**src/rtl/apu_pkg.sv**
```systemverilog
// Constants shared by the APU channels: timer period table, length table and
// the noise LFSR seed.
package apu_pkg;

   localparam logic [14:0] LFSR_RESET = 15'h0001;

   localparam logic [11:0] PERIOD_TABLE [16] = '{
      12'd4,   12'd8,   12'd16,  12'd32,  12'd64,   12'd96,   12'd128,  12'd160,
      12'd202, 12'd254, 12'd380, 12'd508, 12'd762,  12'd1016, 12'd2034, 12'd4068
   };

   localparam logic [7:0] LENGTH_TABLE [32] = '{
      8'd10, 8'd254, 8'd20, 8'd2,  8'd40, 8'd4,  8'd80, 8'd6,
      8'd160, 8'd8,  8'd60, 8'd10, 8'd14, 8'd12, 8'd26, 8'd14,
      8'd12, 8'd16,  8'd24, 8'd18, 8'd48, 8'd20, 8'd96, 8'd22,
      8'd192, 8'd24, 8'd72, 8'd26, 8'd16, 8'd28, 8'd32, 8'd30
   };

endpackage

```
**src/rtl/noise_envelope.sv**
```systemverilog
// Volume envelope: start flag, period divider and 4-bit decay level.
// The same block serves the rectangle channel.
module noise_envelope
   import apu_pkg::*;
(
   input  logic       clk,
   input  logic       rst_n,
   input  logic       tick_i,
   input  logic       restart_i,
   input  logic       loop_i,
   input  logic [3:0] period_i,
   output logic [3:0] decay_o
);

   logic       start_q, start_d;
   logic [3:0] divider_q, divider_d;
   logic [3:0] decay_q, decay_d;

   always_ff @(posedge clk or negedge rst_n) begin
      if (!rst_n) begin
         start_q   <= 1'b0;
         divider_q <= 4'd0;
         decay_q   <= 4'd0;
      end else begin
         start_q   <= start_d;
         divider_q <= divider_d;
         decay_q   <= decay_d;
      end
   end

   // A restart arriving with the tick is consumed in the same cycle.
   always_comb begin
      start_d   = start_q | restart_i;
      divider_d = divider_q;
      decay_d   = decay_q;
      if (tick_i) begin
         if (start_q || restart_i) begin
            start_d   = 1'b0;
            decay_d   = 4'hF;
            divider_d = period_i;
         end else if (divider_q == 4'd0) begin
            divider_d = period_i;
            if (decay_q != 4'd0) begin
               decay_d = decay_q - 4'd1;
            end else if (loop_i) begin
               decay_d = 4'hF;
            end
         end else begin
            divider_d = divider_q - 4'd1;
         end
      end
   end

   assign decay_o = decay_q;

endmodule

```
**src/rtl/noise.sv**
```systemverilog
// Noise channel: register decode, rate-programmable 15-bit LFSR, length
// counter and envelope, producing a registered 4-bit amplitude.
module noise
   import apu_pkg::*;
(
   input  logic       clk,
   input  logic       rst_n,
   input  logic       enable_240hz,
   input  logic       enable_120hz,
   input  logic [7:0] reg_400c,
   input  logic [7:0] reg_400e,
   input  logic [7:0] reg_400f,
   input  logic       reg_change,
   output logic [3:0] noise_out
);

   logic [14:0] lfsr_q, lfsr_d;
   logic [11:0] timer_q, timer_d;
   logic [7:0]  length_q, length_d;
   logic [3:0]  out_q, out_d;
   logic [3:0]  decay;
   logic        fb;
   logic        unused_bits;

   assign unused_bits = ^{reg_400e[6:4], reg_400f[2:0]};

   noise_envelope u_env (
      .clk       (clk),
      .rst_n     (rst_n),
      .tick_i    (enable_240hz),
      .restart_i (reg_change),
      .loop_i    (reg_400c[5]),
      .period_i  (reg_400c[3:0]),
      .decay_o   (decay)
   );

   always_ff @(posedge clk or negedge rst_n) begin
      if (!rst_n) begin
         lfsr_q   <= LFSR_RESET;
         timer_q  <= 12'd0;
         length_q <= 8'd0;
         out_q    <= 4'd0;
      end else begin
         lfsr_q   <= lfsr_d;
         timer_q  <= timer_d;
         length_q <= length_d;
         out_q    <= out_d;
      end
   end

   // The period index is only sampled at reload, so a change never cuts
   // the running count short.
   always_comb begin
      fb      = lfsr_q[0] ^ (reg_400e[7] ? lfsr_q[6] : lfsr_q[1]);
      timer_d = timer_q - 12'd1;
      lfsr_d  = lfsr_q;
      if (timer_q == 12'd0) begin
         timer_d = PERIOD_TABLE[reg_400e[3:0]] - 12'd1;
         lfsr_d  = {fb, lfsr_q[14:1]};
      end

      length_d = length_q;
      if (reg_change) begin
         length_d = LENGTH_TABLE[reg_400f[7:3]];
      end else if (enable_120hz && (length_q != 8'd0) && !reg_400c[5]) begin
         length_d = length_q - 8'd1;
      end

      out_d = 4'd0;
      if (!lfsr_q[0] && (length_q != 8'd0)) begin
         out_d = reg_400c[4] ? reg_400c[3:0] : decay;
      end
   end

   assign noise_out = out_q;

endmodule
```
**config.mk**
```make
export PLATFORM = sky130hd
export DESIGN_NAME = noise
export DESIGN_NICKNAME = d
export VERILOG_FILES = /design/src/rtl/apu_pkg.sv /design/src/rtl/noise_envelope.sv /design/src/rtl/noise.sv
export SDC_FILE = /design/constraint.sdc
export NUM_CORES = 1
export LEC_CHECK = 0
export ABC_AREA = 1
export BUFFER_PORTS_ARGS = -buffer_cell sky130_fd_sc_hd__buf_2
export CAP_MARGIN = 0
export CORE_MARGIN = 2
export CORE_UTILIZATION = 56
export CTS_BUF_LIST = sky130_fd_sc_hd__clkbuf_4 sky130_fd_sc_hd__clkbuf_8
export CTS_CLUSTER_SIZE = 14
export DETAILED_ROUTE_END_ITERATION = 16
export PLACE_DENSITY_LB_ADDON = 0.2
export SETUP_SLACK_MARGIN = 0.3
export SLEW_MARGIN = 20
export SYNTH_ARGS = -nofsm -noshare
export SYNTH_HDL_FRONTEND = slang
export SYNTH_SLANG_ARGS = --single-unit
```
**constraint.sdc**
```tcl
create_clock -name clk -period 4.13 [get_ports clk]
set_clock_uncertainty 0.05 [all_clocks]
set_input_delay 0.2065 -clock clk [delete_from_list [all_inputs] [get_ports clk]]
set_output_delay 0.2065 -clock clk [all_outputs]
set_load 0.02 [all_outputs]
```
==> impl_results.md, run 1 <==
- CP Class: flip-flop to flip-flop
- Final Routed Wirelength: a little under 6000 um
- Worst-path clk slew: approximately 90 ps
- Status: finished, final reports clean
- Vias in the first global route: between 2,000 and 2,500
- Clock root buffer: clkbuf_8
- Post-Synthesis Cells: 426
- Final TNS setup: 0 ps
- FF-to-FF path depth: 12
- Synth area leader: dfrtp_1
- Post-Syn Area per Cell: 7.17 um2
- Clock Latency Late Sink: around 300 ps
- Die X: between 70 and 80 um
- Ports: 33
- Syn Nets: 466
- Crit Path Max Fanout: 17
- Number of H-tree levels: 2
- Num CTS Buffers: 5
- CORE AREA: between 5000 and 6000 um2
- Share of power burned in registers: between 40% and 50%
- FF-to-FF Start: timer_q[0]
- Yosys top cell area share: 38.5%
- Leak Pwr: around 1.7 nW
- CP Capture Type: flip-flop
- Crit path DAT: roughly 2500 ps
- Port Buf Inserts: 24
- Switching power: 0.300 mW
- HPWL Detailed: between 4000 and 5000 um
- HP Start: enable_240hz
- Gr usage total: a little over a fifth
- Internal Power: around 0.75 mW
- Vias per inst: 5.21
- CP startpoint: timer_q[0]
- Fin cells: a little over 500
- CTS tree: built
- Clock share of power: approximately a third
- Worst ir drop on vdd: between 0.0003 and 0.0004 V
- R2r setup slk: 1780 ps
- Total chip power: around 1.0 mW
- Minimum clock period: between 2000 and 2500 ps
- Postcts setup bufs: 0
- Via count: between 2,000 and 3,000
- Yosys reg bits: 48
- Register area share after synthesis: 39.4%
- Endpoints failing hold: 0
- N_diodes: 0
- Synth top area cells: dfrtp_1 38%, nand2_1 13%, inv_1 6.8%
- # hold bufs at CTS: 0
- Antenna viol nets, final: 0
- WL/cell: 11.4 um
- Worst slew pin tran: ~750 ps
- Worst slew margin: between 40% and 50%
- NumNets Final: 484
- Die area: just over 6000 um2
- Net Sw Frac: 28.7%
- Drt drc: 0
- Gr ovfl total: 0
- CTS Sinks: between 40 and 50
- CP Launch Type: flip-flop
- First-pass GRT wire length: about 10,000 um
- Synthesis warning total: 0
- Initial antenna violation count: 0
- WHS Path Cells: 2
- Gate power share: roughly 18%
- Fmax achieved: 425 MHz
- CP Data Required Time: roughly 4300 ps
- Reg2Reg Capture Point: timer_q[11]
- RSZ-0062 raised after global routing: false
- Hold Path Sink: u_env.start_q
- Initial core utilization: 59.1%
- Pwr dens: about 320 nW/um2
- Layout cells sized above 1: between 10% and 20%
- Final setup vio count: 0
- Post-cts resize count: 0
- Max Cap Viol: 0
- Max Slew Vio Count: 0
- Final WS setup: around 1800 ps
- P&R area growth vs syn: 8.27%
- CTS Buffer Depth: 2
- Hold WC Path Type: primary input to flip-flop
- Netlist cell types: 34
- DRT iter0 DRCs: ~150
- Largest net degree at the start of global routing: a little under 50
- Dpl ws: around 1800 ps
- Site row count: 26
- Routability cong.: between 0.8 and 0.9
- Die Y: slightly below 80 um
- Pre-Repair DR Iteration Count: 4
- Final Cycle Share: between 50% and 60%
- Number of fillers in the final layout: ~480
- Post-placement cell count: roughly 510
- Mapped cell area: 3060 um2
==> kinds of logic (layout without fill, tap and decap cells) <==
family	Yosys count	count (layout)	share of synthesized area, %
buffers and inverters	73	92	9.95
xor gates and xnor gates	9	9	2.58
adders and majority gates	11	11	4.50
DFF	48	48	39.4
AOI/OAI and AO/OA	74	74	13.6
and+or+nand+nor	211	211	30.0
==> worst max path at each step <==
| stage | to | slack [ps] | cells past startpoint |
|---|---|---|---|
| detailed placement | timer_q[11] | 1770 | 12 |
| finish | timer_q[11] | 1780 | 12 |
| global route | timer_q[11] | 1500 | 12 |
| floorplan | timer_q[6] | 2450 | 11 |
| CTS | timer_q[11] | 1780 | 12 |
| global placement | timer_q[11] | 1840 | 12 |
==> synthesized netlist by cell type <==
cell type / number
o31ai_1: 2
dfstp_2: 1
nand4_1: 8
nor2_4: 1
a31oi_1: 3
nand2_1: 103
o221ai_1: 3
inv_2: 3
o21ai_1: 5
nor2_2: 5
nor2_8: 1
xor2_1: 9
o21ai_0: 39
or2_2: 1
clkinv_1: 1
and2_1: 1
o22ai_1: 3
o211ai_1: 3
buf_6: 3
nand2_4: 1
a21oi_1: 13
inv_1: 55
nor2_1: 51
a211oi_1: 1
o211ai_2: 1
clkbuf_1: 4
nand3_1: 31
buf_2: 6
nor3_1: 2
ha_1: 11
buf_1: 1
nand2_2: 6
dfrtp_1: 47
o21ai_2: 1
==> stage by stage <==
stage / util, % / area (um2) / hold WS [ps]
after floorplan: - / 3060 / -139
after global placement: 61.5 / 3180 / 383
after detailed placement: 61.5 / 3180 / 390
after CTS: 63.7 / 3300 / 69.3
after global routing: 64.0 / 3310 / 118
final: 64.0 / 3310 / 110
==> final cells by class <==
cell class	instances	area (um2)	share of cell area, %
well taps	70	87.6	2.65
repair buffers	25	133	4.01
flip-flops and latches	48	1200	36.3
clock inverters	3	46.3	1.40
clock buffers	5	68.8	2.08
inverters	59	221	6.69
multi-input cells	305	1550	46.8
==> registers in the layout, summed over array words and instances (netlist names) <==
name	count
u_env.decay_o	4
noise_out	4
length_q	8
u_env.start_q	1
lfsr_q	15
timer_q	12
u_env.divider_q	4
==> worst max-delay path, cell delays in order (launching register included) <==
cell and delay, ps:
dfrtp_1 380, inv_2 100, nand2_1 60, nor2_1 570
nand2_1 200, nor2_4 340, nand2_1 100, nand2_1 100
nand2_1 50, nor2_1 110, inv_1 60, nor2_1 90
nor2_1 40
==> layout by cell type, fill, tap and decap left out <==
cell           instances
nor2_4                 1
nor2_1                51
o211ai_2               1
nor2_8                 1
o21ai_1                5
or2_2                  1
o221ai_1               3
dfrtp_1               47
nor3_1                 2
a211oi_1               1
dfstp_2                1
nand2_4                1
ha_1                  11
a31oi_1                3
o31ai_1                2
inv_2                  3
nand4_1                8
nor2_2                 5
and2_1                 1
o22ai_1                3
o211ai_1               3
bufinv_16              1
clkinvlp_4             1
dlygate4sd3_1          1
buf_4                  1
nand2_2                6
a21oi_1               13
inv_1                 55
clkbuf_8               5
buf_2                 23
nand3_1               31
clkinv_1               1
xor2_1                 9
nand2_1              103
inv_6                  1
o21ai_2                1
o21ai_0               39
==> routing by layer <==
layer / part of all wire [%] / GRT usage, % / routed length, um / up-vias
met2: 50 / 37.0 / 2950 / 31
met1: 47 / 27.2 / 2750 / 1249
met5: 0 / 0 / 0 / -
met3: 2.9 / 3.72 / 170 / 2
met4: 0.36 / 6.25 / 21 / 0
li1: - / - / - / 1402
==> power by group through the flow <==
stage	combinational, mW	clock, mW	sequential, mW
3_3_place_gp	0.179	0	0.524
4_1_cts	0.183	0.355	0.516
3_5_place_dp	0.182	0	0.525
6_report	0.183	0.347	0.516
5_1_grt	0.216	0.378	0.520
2_1_floorplan	0.127	0	0.529
(Power assumes the default switching activity.)
==> run 2: changes to the inputs <==
ABC_AREA = 0   (was 1)
clock period = 2.4 ns   (was 4.13 ns; I/O delays follow)
==> impl_results.md, run 2 <==
- CP startpoint: timer_q[0]
- Hold WC Path Type: primary input to flip-flop
- Ys flop type: dfrtp_1
- Largest net degree at the start of global routing: 32 (-35%)
- Fmax achieved: 433 MHz (+1.9%)
- Ports: 33 (unchanged)
- Switching power: 0.706 mW (+140%)
- Max Cap Viol: 0 (unchanged)
- Port Buf Inserts: 24 (unchanged)
- Top-count cell post-synth: nand2_1
- NumNets Final: 405 (-16%)
- Synthesis warning total: 0 (unchanged)
- Internal Power: 1.52 mW (+100%)
- CORE AREA: 5040 um2 (-2.5%)
- Crit path max-delay cell type: or4_4
- CP Class: flip-flop to flip-flop
- CP cell instances: or4_4 > or4_4 > nor2_4 > a31oi_1 > ha_2 > nand2_4 > a2111oi_4 > nand3_1 > xor2_1
- Crit Path Max Fanout: 3 (-14)
- Pwr dens: 670 nW/um2 (+110%)
- Share of power burned in registers: 46.7% (-2.6 points)
- Gate power share: 26.9% (+9.4 points)
- Routability cong.: 0.837 (-3.3%)
- Vias in the first global route: 2,252 (-9.2%)
- HPWL Detailed: 4020 um (-7.9%)
- CTS tree: built
- Post-placement cell count: 420 (-17%)
- Syn Nets: 374 (-20%)
- CP Buf/Inv Count: 0 (-2)
- Clock share of power: 26.4% (-6.8 points)
- Initial antenna violation count: 0 (unchanged)
- FF-to-FF Start: timer_q[0]
- Synth area leader: dfrtp_1
- Layout cells sized above 1: 18.9% (+6.9 points)
- HP Start: reg_400c[3]
- Worst slew margin: 64.6% (+15 points)
- Number of H-tree levels: 2 (unchanged)
- Dpl ws: 71.5 ps (-1700 ps)
- Total chip power: 2.22 mW (+110%)
- Gr ovfl total: 0 (unchanged)
- N_diodes: 0 (unchanged)
- CP Capture Type: flip-flop
- Mapped cell area: 2900 um2 (-5.0%)
- Die Y: 76.0 um (-2.4%)
- Most frequent cells after synthesis: 60 x nand2_1, 47 x dfrtp_1, 30 x nor2_1
- Num CTS Buffers: 5 (unchanged)
- CP Data Required Time: 2580 ps (-1710 ps)
- Fin cells: 436 (-15%)
- CP Launch Type: flip-flop
- Most frequent CP cell: or4_4
- Number of fillers in the final layout: 432 (-9.2%)
- Die area: 5770 um2 (-4.8%)
- Netlist cell types: 50 (+47%)
- Worst ir drop on vdd: 0.000363 V (+15%)
- P&R area growth vs syn: 14.4%
- Post-synth EDFFs: 0 (unchanged)
- Clock Latency Late Sink: 300 ps (about the same)
- Initial core utilization: 57.5% (-1.5 points)
- Final Cycle Share: 96.1% (+39 points)
- Async set-reset flop share out of synthesis: 100% (unchanged)
- Most frequent cells in the layout: 59 x nand2_1, 47 x dfrtp_1, 30 x nor2_1
- Final Routed Wirelength: 5760 um (-2.3%)
- Reg with most FFs: lfsr_q
- CTS Buffer Depth: 2 (unchanged)
- Yosys reg bits: 48 (unchanged)
- DRT iter0 DRCs: 124 (-16%)
- Antenna viol nets, final: 0 (unchanged)
- Endpoints failing hold: 0 (unchanged)
- Leak Pwr: 1.54 nW (-8.3%)
- Drt drc: 0 (unchanged)
- First-pass GRT wire length: 9880 um (-5.8%)
- Crit path DAT: 2480 ps (-30 ps)
- Final hold slack: 33.6 ps (-76.2 ps)
- Yosys top cell area share: 40.5% (+2.0 points)
- Commonest non-fill, non-tap cell in the layout: nand2_1
- Max reg flops: 15 (unchanged)
- Register area share after synthesis: 41.4% (+2.1 points)
- Post-Syn Area per Cell: 8.69 um2 (+21%)
- Worst-path clk slew: 80 ps (about the same)
- Final setup vio count: 0 (unchanged)
- Largest registers: lfsr_q (15), timer_q (12), length_q (8)
- Synth top area cells: dfrtp_1 41%, nand2_1 7.8%, ha_1 4.7%
- Vias per inst: 5.58 (+7.0%)
- Net Sw Frac: 31.7% (+3.1 points)
- Via count: 2,431 (-9.4%)
- Final WS setup: 92.7 ps (-1690 ps)
- CTS Sinks: 48 (unchanged)
- RSZ-0062 raised after global routing: true
- CP top delay family: simple AND/OR/NAND/NOR gates
- Final core occ: 65.9% (+1.9 points)
- Max incr delay on CP: 530 ps (-40 ps)
- Site row count: 26 (unchanged)
- Clock root buffer: clkbuf_8
- Post-Synthesis Cells: 334 (-22%)
- Worst slew pin tran: 525 ps (-224 ps)
- Die X: 76.0 um (-2.4%)
- Pre-Repair DR Iteration Count: 4 (unchanged)
- WL/cell: 13.2 um (+15%)
- Minimum clock period: 2310 ps (-44.6 ps)
- Max Slew Vio Count: 0 (unchanged)
- Gr usage total: 20.7% (-0.67 points)
- Status: finished, final reports clean
==> run 2: cell count changes after synthesis, sizes merged, moves of 7 or more <==
cell and change:
nor3 +7, nand4 -8, nand2b +7, nand3 -23, clkbuf +12, mux2i +12
nor2 -27, nand2 -50, a21oi +8, inv -44, o21ai -27
==> run 2: what timing repair did <==
item / CTS / global route
gates resized for setup: 2 / 5
setup buffers: 3 / 4
pin swaps: 3 / 4
endpoints found under the hold margin: 17 / 0
hold buffers: 1 / 0
endpoints found under the setup margin: 8 / 9
==> run 2: worst register-to-register path: stages, from the launching register on <==
cell and delay [ps]:
dfrtp_1 390, or4_4 530, or4_4 450, nor2_4 130, a31oi_1 90, ha_2 210
nand2_4 90, a2111oi_4 50, nand3_1 110, xor2_1 150
==> run 2: stage by stage <==
| stage | TNS (ps) | cell area, um2 |
|---|---|---|
| 6_report | 0 | 3320 |
| 4_1_cts | 0 | 3270 |
| 5_1_grt | 0 | 3320 |
| 3_3_place_gp | 0 | 3120 |
| 2_1_floorplan | -278 | 2920 |
| 3_5_place_dp | 0 | 3120 |
==> run 2: area by class of cell <==
cell class	count	area (um2)	area share, %
Clock buffer	6	76.3	2.30
Inverter	14	52.6	1.58
Clock inverter	2	35.0	1.06
Tap cell	70	87.6	2.64
Sequential cell	48	1200	36.2
Multi-Input combinational cell	250	1560	47.1
Timing Repair Buffer	46	304	9.16
==> run 2: worst paths after layout <==
kind / slack [ps] / depth (start not counted) / end
max: 90 / 9 / timer_q[8]
min: 30 / 3 / noise_out[3]
max reg2reg: 90 / 9 / timer_q[8]
min reg2reg: 420 / 2 / lfsr_q[1]
max in group asynchronous: 1310 / 3 / lfsr_q[0]
min in group asynchronous: 220 / 2 / lfsr_q[9]
==> run 2: cell families after synthesis <==
family          count (synthesis)  share of synthesized area [%]
mux                            12                           4.14
buf+inv                        36                           5.82
simple gates                  135                           22.1
xor+xnor                       13                           3.92
fa+ha+maj                      11                           4.74
flops                          48                           41.4
compound gates                 79                           17.8
==> run 2: routing by layer <==
layer  global-route usage [%]  up-vias  part of all wire [%]
met5                        0        -                     0
met2                     35.5       37                    48
met1                     27.3     1169                    48
li1                         -     1219                     -
met3                     3.08        6                   2.6
met4                     6.00        0                   1.1
==> run 2: power by group through the flow <==
stage                     sequential, mW  combinational (mW)  clock [mW]
after floorplan                     1.06               0.378           0
after global placement              1.05               0.573           0
after detailed placement            1.05               0.581           0
after CTS                           1.04               0.594       0.608
after global routing                1.06               0.669       0.640
final                               1.04               0.598       0.587
